<file path="config.mk">
export PLATFORM = sky130hd
export DESIGN_NAME = sys_host_cmd
export DESIGN_NICKNAME = d
export VERILOG_FILES = /design/src/rtl/sys_host_cmd.sv
export SDC_FILE = /design/constraint.sdc
export NUM_CORES = 1
export LEC_CHECK = 0
export BUFFER_PORTS_ARGS = -buffer_cell sky130_fd_sc_hd__buf_2
export CAP_MARGIN = 20
export CORE_MARGIN = 3
export CORE_UTILIZATION = 30
export DETAILED_ROUTE_END_ITERATION = 16
export PLACE_DENSITY_LB_ADDON = 0.12
export SLEW_MARGIN = 10
export SYNTH_ARGS = -nofsm -noshare
export SYNTH_HDL_FRONTEND = slang
export SYNTH_SLANG_ARGS = --single-unit
</file>
<file path="constraint.sdc">
create_clock -name CLK -period 2.54 [get_ports CLK]
set_input_delay 0.127 -clock CLK [delete_from_list [all_inputs] [get_ports CLK]]
set_output_delay 0.127 -clock CLK [all_outputs]
set_load 0.01 [all_outputs]
</file>
<file path="src/rtl/sys_host_cmd.sv">
// sys_host_cmd: frames one host request into UART command bytes and returns the reply.
// Optional response timeout is built when HOST_CMD_TIMEOUT_EN is defined.
module sys_host_cmd #(
  parameter int Data_width     = 8,
  parameter int Address_width  = 4,
  parameter int Timeout_cycles = 50000
) (
  input  logic                     CLK,
  input  logic                     RST,
  input  logic [1:0]               Cmd_type,
  input  logic [Address_width-1:0] Cmd_addr,
  input  logic [Data_width-1:0]    Cmd_data,
  input  logic [Data_width-1:0]    Cmd_opB,
  input  logic [3:0]               Cmd_fun,
  input  logic                     Cmd_valid,
  output logic                     Cmd_ready,
  output logic [Data_width-1:0]    TX_p_data,
  output logic                     TX_d_valid,
  input  logic                     TX_busy,
  input  logic [Data_width-1:0]    RX_p_data,
  input  logic                     RX_d_valid,
  output logic [Data_width-1:0]    Rsp_data,
  output logic                     Rsp_valid,
  output logic                     Rsp_timeout
);

  localparam int DW = Data_width;

  typedef enum logic [1:0] {
    IDLE,
    SEND,
    WAIT_RSP
  } state_e;

  state_e                   state_q;
  logic [1:0]               idx_q;
  logic [1:0]               type_q;
  logic [Address_width-1:0] addr_q;
  logic [DW-1:0]            data_q;
  logic [DW-1:0]            opb_q;
  logic [3:0]               fun_q;
  logic                     ready_q;
  logic                     txv_q;
  logic [DW-1:0]            txd_q;
  logic [DW-1:0]            rsp_q;
  logic                     rspv_q;

  function automatic logic [DW-1:0] frame_byte(
    input logic [1:0]               t,
    input logic [1:0]               i,
    input logic [Address_width-1:0] a,
    input logic [DW-1:0]            d,
    input logic [DW-1:0]            b,
    input logic [3:0]               f
  );
    logic [DW-1:0] r;
    r = '0;
    case (t)
      2'b00: begin
        if (i == 2'd0)      r = DW'(8'hAA);
        else if (i == 2'd1) r = DW'(a);
        else                r = d;
      end
      2'b01: r = (i == 2'd0) ? DW'(8'hBB) : DW'(a);
      2'b10: begin
        if (i == 2'd0)      r = DW'(8'hCC);
        else if (i == 2'd1) r = d;
        else if (i == 2'd2) r = b;
        else                r = DW'(f);
      end
      default: r = (i == 2'd0) ? DW'(8'hDD) : DW'(f);
    endcase
    return r;
  endfunction

  function automatic logic [1:0] last_idx(input logic [1:0] t);
    logic [1:0] r;
    r = 2'd1;
    case (t)
      2'b00:   r = 2'd2;
      2'b10:   r = 2'd3;
      default: r = 2'd1;
    endcase
    return r;
  endfunction

`ifdef HOST_CMD_TIMEOUT_EN
  localparam int CW = $clog2(Timeout_cycles + 1);
  logic [CW-1:0] cnt_q;
  logic          to_q;
  assign Rsp_timeout = to_q;
`else
  assign Rsp_timeout = 1'b0;
`endif

  always_ff @(posedge CLK or negedge RST) begin
    if (!RST) begin
      state_q <= IDLE;
      idx_q   <= '0;
      type_q  <= '0;
      addr_q  <= '0;
      data_q  <= '0;
      opb_q   <= '0;
      fun_q   <= '0;
      ready_q <= 1'b1;
      txv_q   <= 1'b0;
      txd_q   <= '0;
      rsp_q   <= '0;
      rspv_q  <= 1'b0;
`ifdef HOST_CMD_TIMEOUT_EN
      cnt_q   <= '0;
      to_q    <= 1'b0;
`endif
    end else begin
      rspv_q <= 1'b0;
`ifdef HOST_CMD_TIMEOUT_EN
      to_q   <= 1'b0;
`endif
      case (state_q)
        IDLE: begin
          if (Cmd_valid) begin
            type_q  <= Cmd_type;
            addr_q  <= Cmd_addr;
            data_q  <= Cmd_data;
            opb_q   <= Cmd_opB;
            fun_q   <= Cmd_fun;
            idx_q   <= '0;
            txd_q   <= frame_byte(Cmd_type, 2'd0, Cmd_addr,
                                  Cmd_data, Cmd_opB, Cmd_fun);
            txv_q   <= 1'b1;
            ready_q <= 1'b0;
            state_q <= SEND;
          end
        end
        SEND: begin
          if (!TX_busy) begin
            if (idx_q == last_idx(type_q)) begin
              txv_q   <= 1'b0;
              state_q <= WAIT_RSP;
`ifdef HOST_CMD_TIMEOUT_EN
              cnt_q   <= '0;
`endif
            end else begin
              idx_q <= idx_q + 2'd1;
              txd_q <= frame_byte(type_q, idx_q + 2'd1, addr_q,
                                  data_q, opb_q, fun_q);
            end
          end
        end
        WAIT_RSP: begin
          // A reply on the terminal count beats the timeout
          if (RX_d_valid) begin
            rsp_q   <= RX_p_data;
            rspv_q  <= 1'b1;
            ready_q <= 1'b1;
            state_q <= IDLE;
          end
`ifdef HOST_CMD_TIMEOUT_EN
          else if (cnt_q == CW'(Timeout_cycles - 1)) begin
            to_q    <= 1'b1;
            ready_q <= 1'b1;
            state_q <= IDLE;
          end else begin
            cnt_q <= cnt_q + 1'b1;
          end
`endif
        end
        default: state_q <= IDLE;
      endcase
    end
  end

  assign Cmd_ready  = ready_q;
  assign TX_d_valid = txv_q;
  assign TX_p_data  = txd_q;
  assign Rsp_data   = rsp_q;
  assign Rsp_valid  = rspv_q;

endmodule

</file>
==> flow_summary.ini <==
[status]
status = complete, no violations

[place]
place_hpwl_mm = 4.278
gp_congestion = 0.7304
dp.cells = 364
dpl_cell_area_um2 = 2899
port_buffers = 57

[sta]
hold_viol = 0
fin_crit_ns = 2.213
max_freq_mhz = 451.8
drv_slew = 0
clock_skew_ns = 0.007881
tightest_slew_ns = 0.6296
rsz0062_at_grt = no
fin_tns_setup_ns = 0
relSlewSlack_pct = 58.03
finalSetupViolations = 0
timing.final.crit_share_pct = 87.14

[floorplan]
start_util_pct = 31.64
dieArea_um2 = 9496
die_w_um = 97.45
core_region_area_um2 = 7928
row_count = 32
chipHeight_um = 97.45
io_pins = 59

[logic_synthesis]
synth-edff-count = 0
synthArstFlopShare_pct = 100.0
ys_seq_area_share_pct = 48.93
syn_nets = 255
yosys.area.top_type = dfrtp_1
post_synth.cell_area_avg_um2 = 11.83
synthDistinctLibCells = 56
synth-main-ff-cell = dfrtp_1
synth_area_um2 = 2509
ys_warn_count = 0
synth_area_leaders = dfrtp_1 48%, mux2_2 17%, nor2b_1 2.2%
synth-seq-cells = 49
synth.top_cell.area_share_pct = 47.88
postSynthCellCount = 212

[clock_network]
ctsHoldBuffers = 1
cts_setup_buffers = 0
cts_tree = done
clock-sinks = 49
cts_buffers = 5
cts_resized = 0
ctsRootBufferMaster = clkbuf_8
insertion_delay_ns = 0.30
htree_levels = 2
cts.clk_slew.worst_paths_ns = 0.09
cts_buffer_depth = 2

[finish]
antenna_cells = 0
nets = 313
final_common_cell = buf_2
final_area_um2 = 2995
syn_to_final_growth_pct = 19.40
fin_cells = 372
layout-drive-gt1-share_pct = 45.56
final_cell_mix = 57 x buf_2, 48 x dfrtp_1, 38 x mux2_2

[critical_path]
cp_max_fo = 19
cpPeakStageDelay_ns = 0.54
start_kind = flip-flop
critPathArrivalTime_ns = 2.40
slowest_stage = dfrtp_1
path_class = flip-flop to flip-flop
cp_cell_sequence = inv_1 > ha_1 > or3b_2 > a21oi_1 > o221ai_1 > mux2_2
crit_path_end_kind = flip-flop
cp.required_ns = 2.73

[worst_hold_path]
hold_class = input pin to flip-flop

[route]
dr.pass1.iters = 4
wl_per_cell_um = 15.73
antenna_left = 0
vias_per_cell = 4.981
drtIter0Drc = 102
routed_wl_mm = 5.851
drc = 0
vias = 1853

[job]
cap_violations = 0

[power_and_ir_drop]
p_clk_share_pct = 12.9
combPwrFrac_pct = 48.4
pwr-share-seq_pct = 38.7
p_per_area_nw_per_um2 = 1229
power.internal_mw = 2.285
power.leakage_nw = 1.352
netSwitchingFraction_pct = 37.94
p_switching_mw = 1.397
ir_worst_vdd_mv = 0.3774

[global_routing]
antenna_found_initial = 0
grt_pass1_vias = 1904
grt_start_max_net_pins = 50
grt.total_usage_pct = 12.64
gr-total-overflow = 0
grt_pass1_wl_mm = 9.777
==> sequential cells by signal, summed over array words and instances, names as in the netlist <==
signal,flops
Rsp_data,8
TX_p_data,8
data_q,8
opb_q,8
addr_q,4
fun_q,4
idx_q,2
state_q,2
type_q,2
Cmd_ready,1
Rsp_valid,1
TX_d_valid,1
==> worst paths after layout <==
path                                            start                       end  slack [ns]  cells after the start
worst max-delay path             idx_q[0]$_DFFE_PN0P_  TX_p_data[3]$_DFFE_PN0P_        0.33                      6
worst min-delay path                     RX_p_data[3]   Rsp_data[3]$_DFFE_PN0P_        0.05                      2
worst max register to register   idx_q[0]$_DFFE_PN0P_  TX_p_data[3]$_DFFE_PN0P_        0.33                      6
worst min register to register  Cmd_ready$_DFFE_PN1P_     Cmd_ready$_DFFE_PN1P_        0.46                      2
max in group asynchronous                         RST  TX_p_data[2]$_DFFE_PN0P_        1.66                      3
min in group asynchronous                         RST   Rsp_data[1]$_DFFE_PN0P_        0.45                      3
==> per-stage QoR <==
step	power, mW	hold WS, ns	utilization, %	setup slack [ns]
floorplan	2.700	-0.1686	-	0.5717
global placement	3.253	0.2850	36.57	0.3825
detailed placement	3.252	0.2793	36.57	0.3490
CTS	3.736	0.04481	37.78	0.3367
global route	3.980	0.04215	37.78	0.1547
finish	3.682	0.04913	37.78	0.3266
==> power by group through the flow <==
stage	combinational [mW]	sequential [mW]	clock (mW)
4_1_cts	1.81	1.44	0.492
6_report	1.78	1.42	0.475
5_1_grt	1.97	1.49	0.520
3_5_place_dp	1.80	1.46	0
3_3_place_gp	1.80	1.45	0
2_1_floorplan	1.29	1.41	0
==> layer usage <==
metal / routed length [um] / vias up / share of wire [%] / track usage (%)
met5: 0 / - / 0 / 0
met4: 90 / 0 / 1.5 / 3.621
met3: 219 / 9 / 3.7 / 2.584
met2: 2771 / 35 / 47 / 20.08
met1: 2769 / 914 / 47 / 17.44
li1: - / 895 / - / -
==> final cells by class <==
type                            count  area, um2
Sequential cell                    49       1227
Multi-Input combinational cell    142       1180
Timing Repair Buffer               65      347.8
Inverter                            7      26.28
Tap cell                          102      127.6
Fill cell                         841       4932
Clock buffer                        7      86.33
==> cell usage after synthesis (all sizes together) (3+ instances only) <==
| cell type | number |
|---|---|
| a21oi | 6 |
| nor2b | 9 |
| nor3 | 5 |
| mux2i | 4 |
| clkbuf | 8 |
| dfrtp | 48 |
| nor2 | 6 |
| nand3 | 3 |
| ha | 4 |
| a211oi | 3 |
| o21ai | 7 |
| or3b | 6 |
| inv | 7 |
| nand2 | 7 |
| buf | 6 |
| mux2 | 38 |
==> critical path, delay by kind of cell, from the launching register on <==
| kind | cells | cell delay [ns] |
|---|---|---|
| buf+inv | 1 | 0.08 |
| fa+ha+maj | 1 | 0.41 |
| simple gates | 1 | 0.53 |
| flops | 1 | 0.54 |
| compound gates | 2 | 0.26 |
| mux | 1 | 0.26 |
==> logic make-up (layout without fill, tap and decap cells) <==
logic type	after synthesis	in the layout	share of synthesized area, %
fa+ha+maj	4	4	1.995
other cells	1	1	0.1495
compound gates	42	42	12.27
buf+inv	21	79	4.040
mux	42	42	18.65
simple gates	53	53	13.97
flops	49	49	48.93
Power figures use the tool's default switching activity.
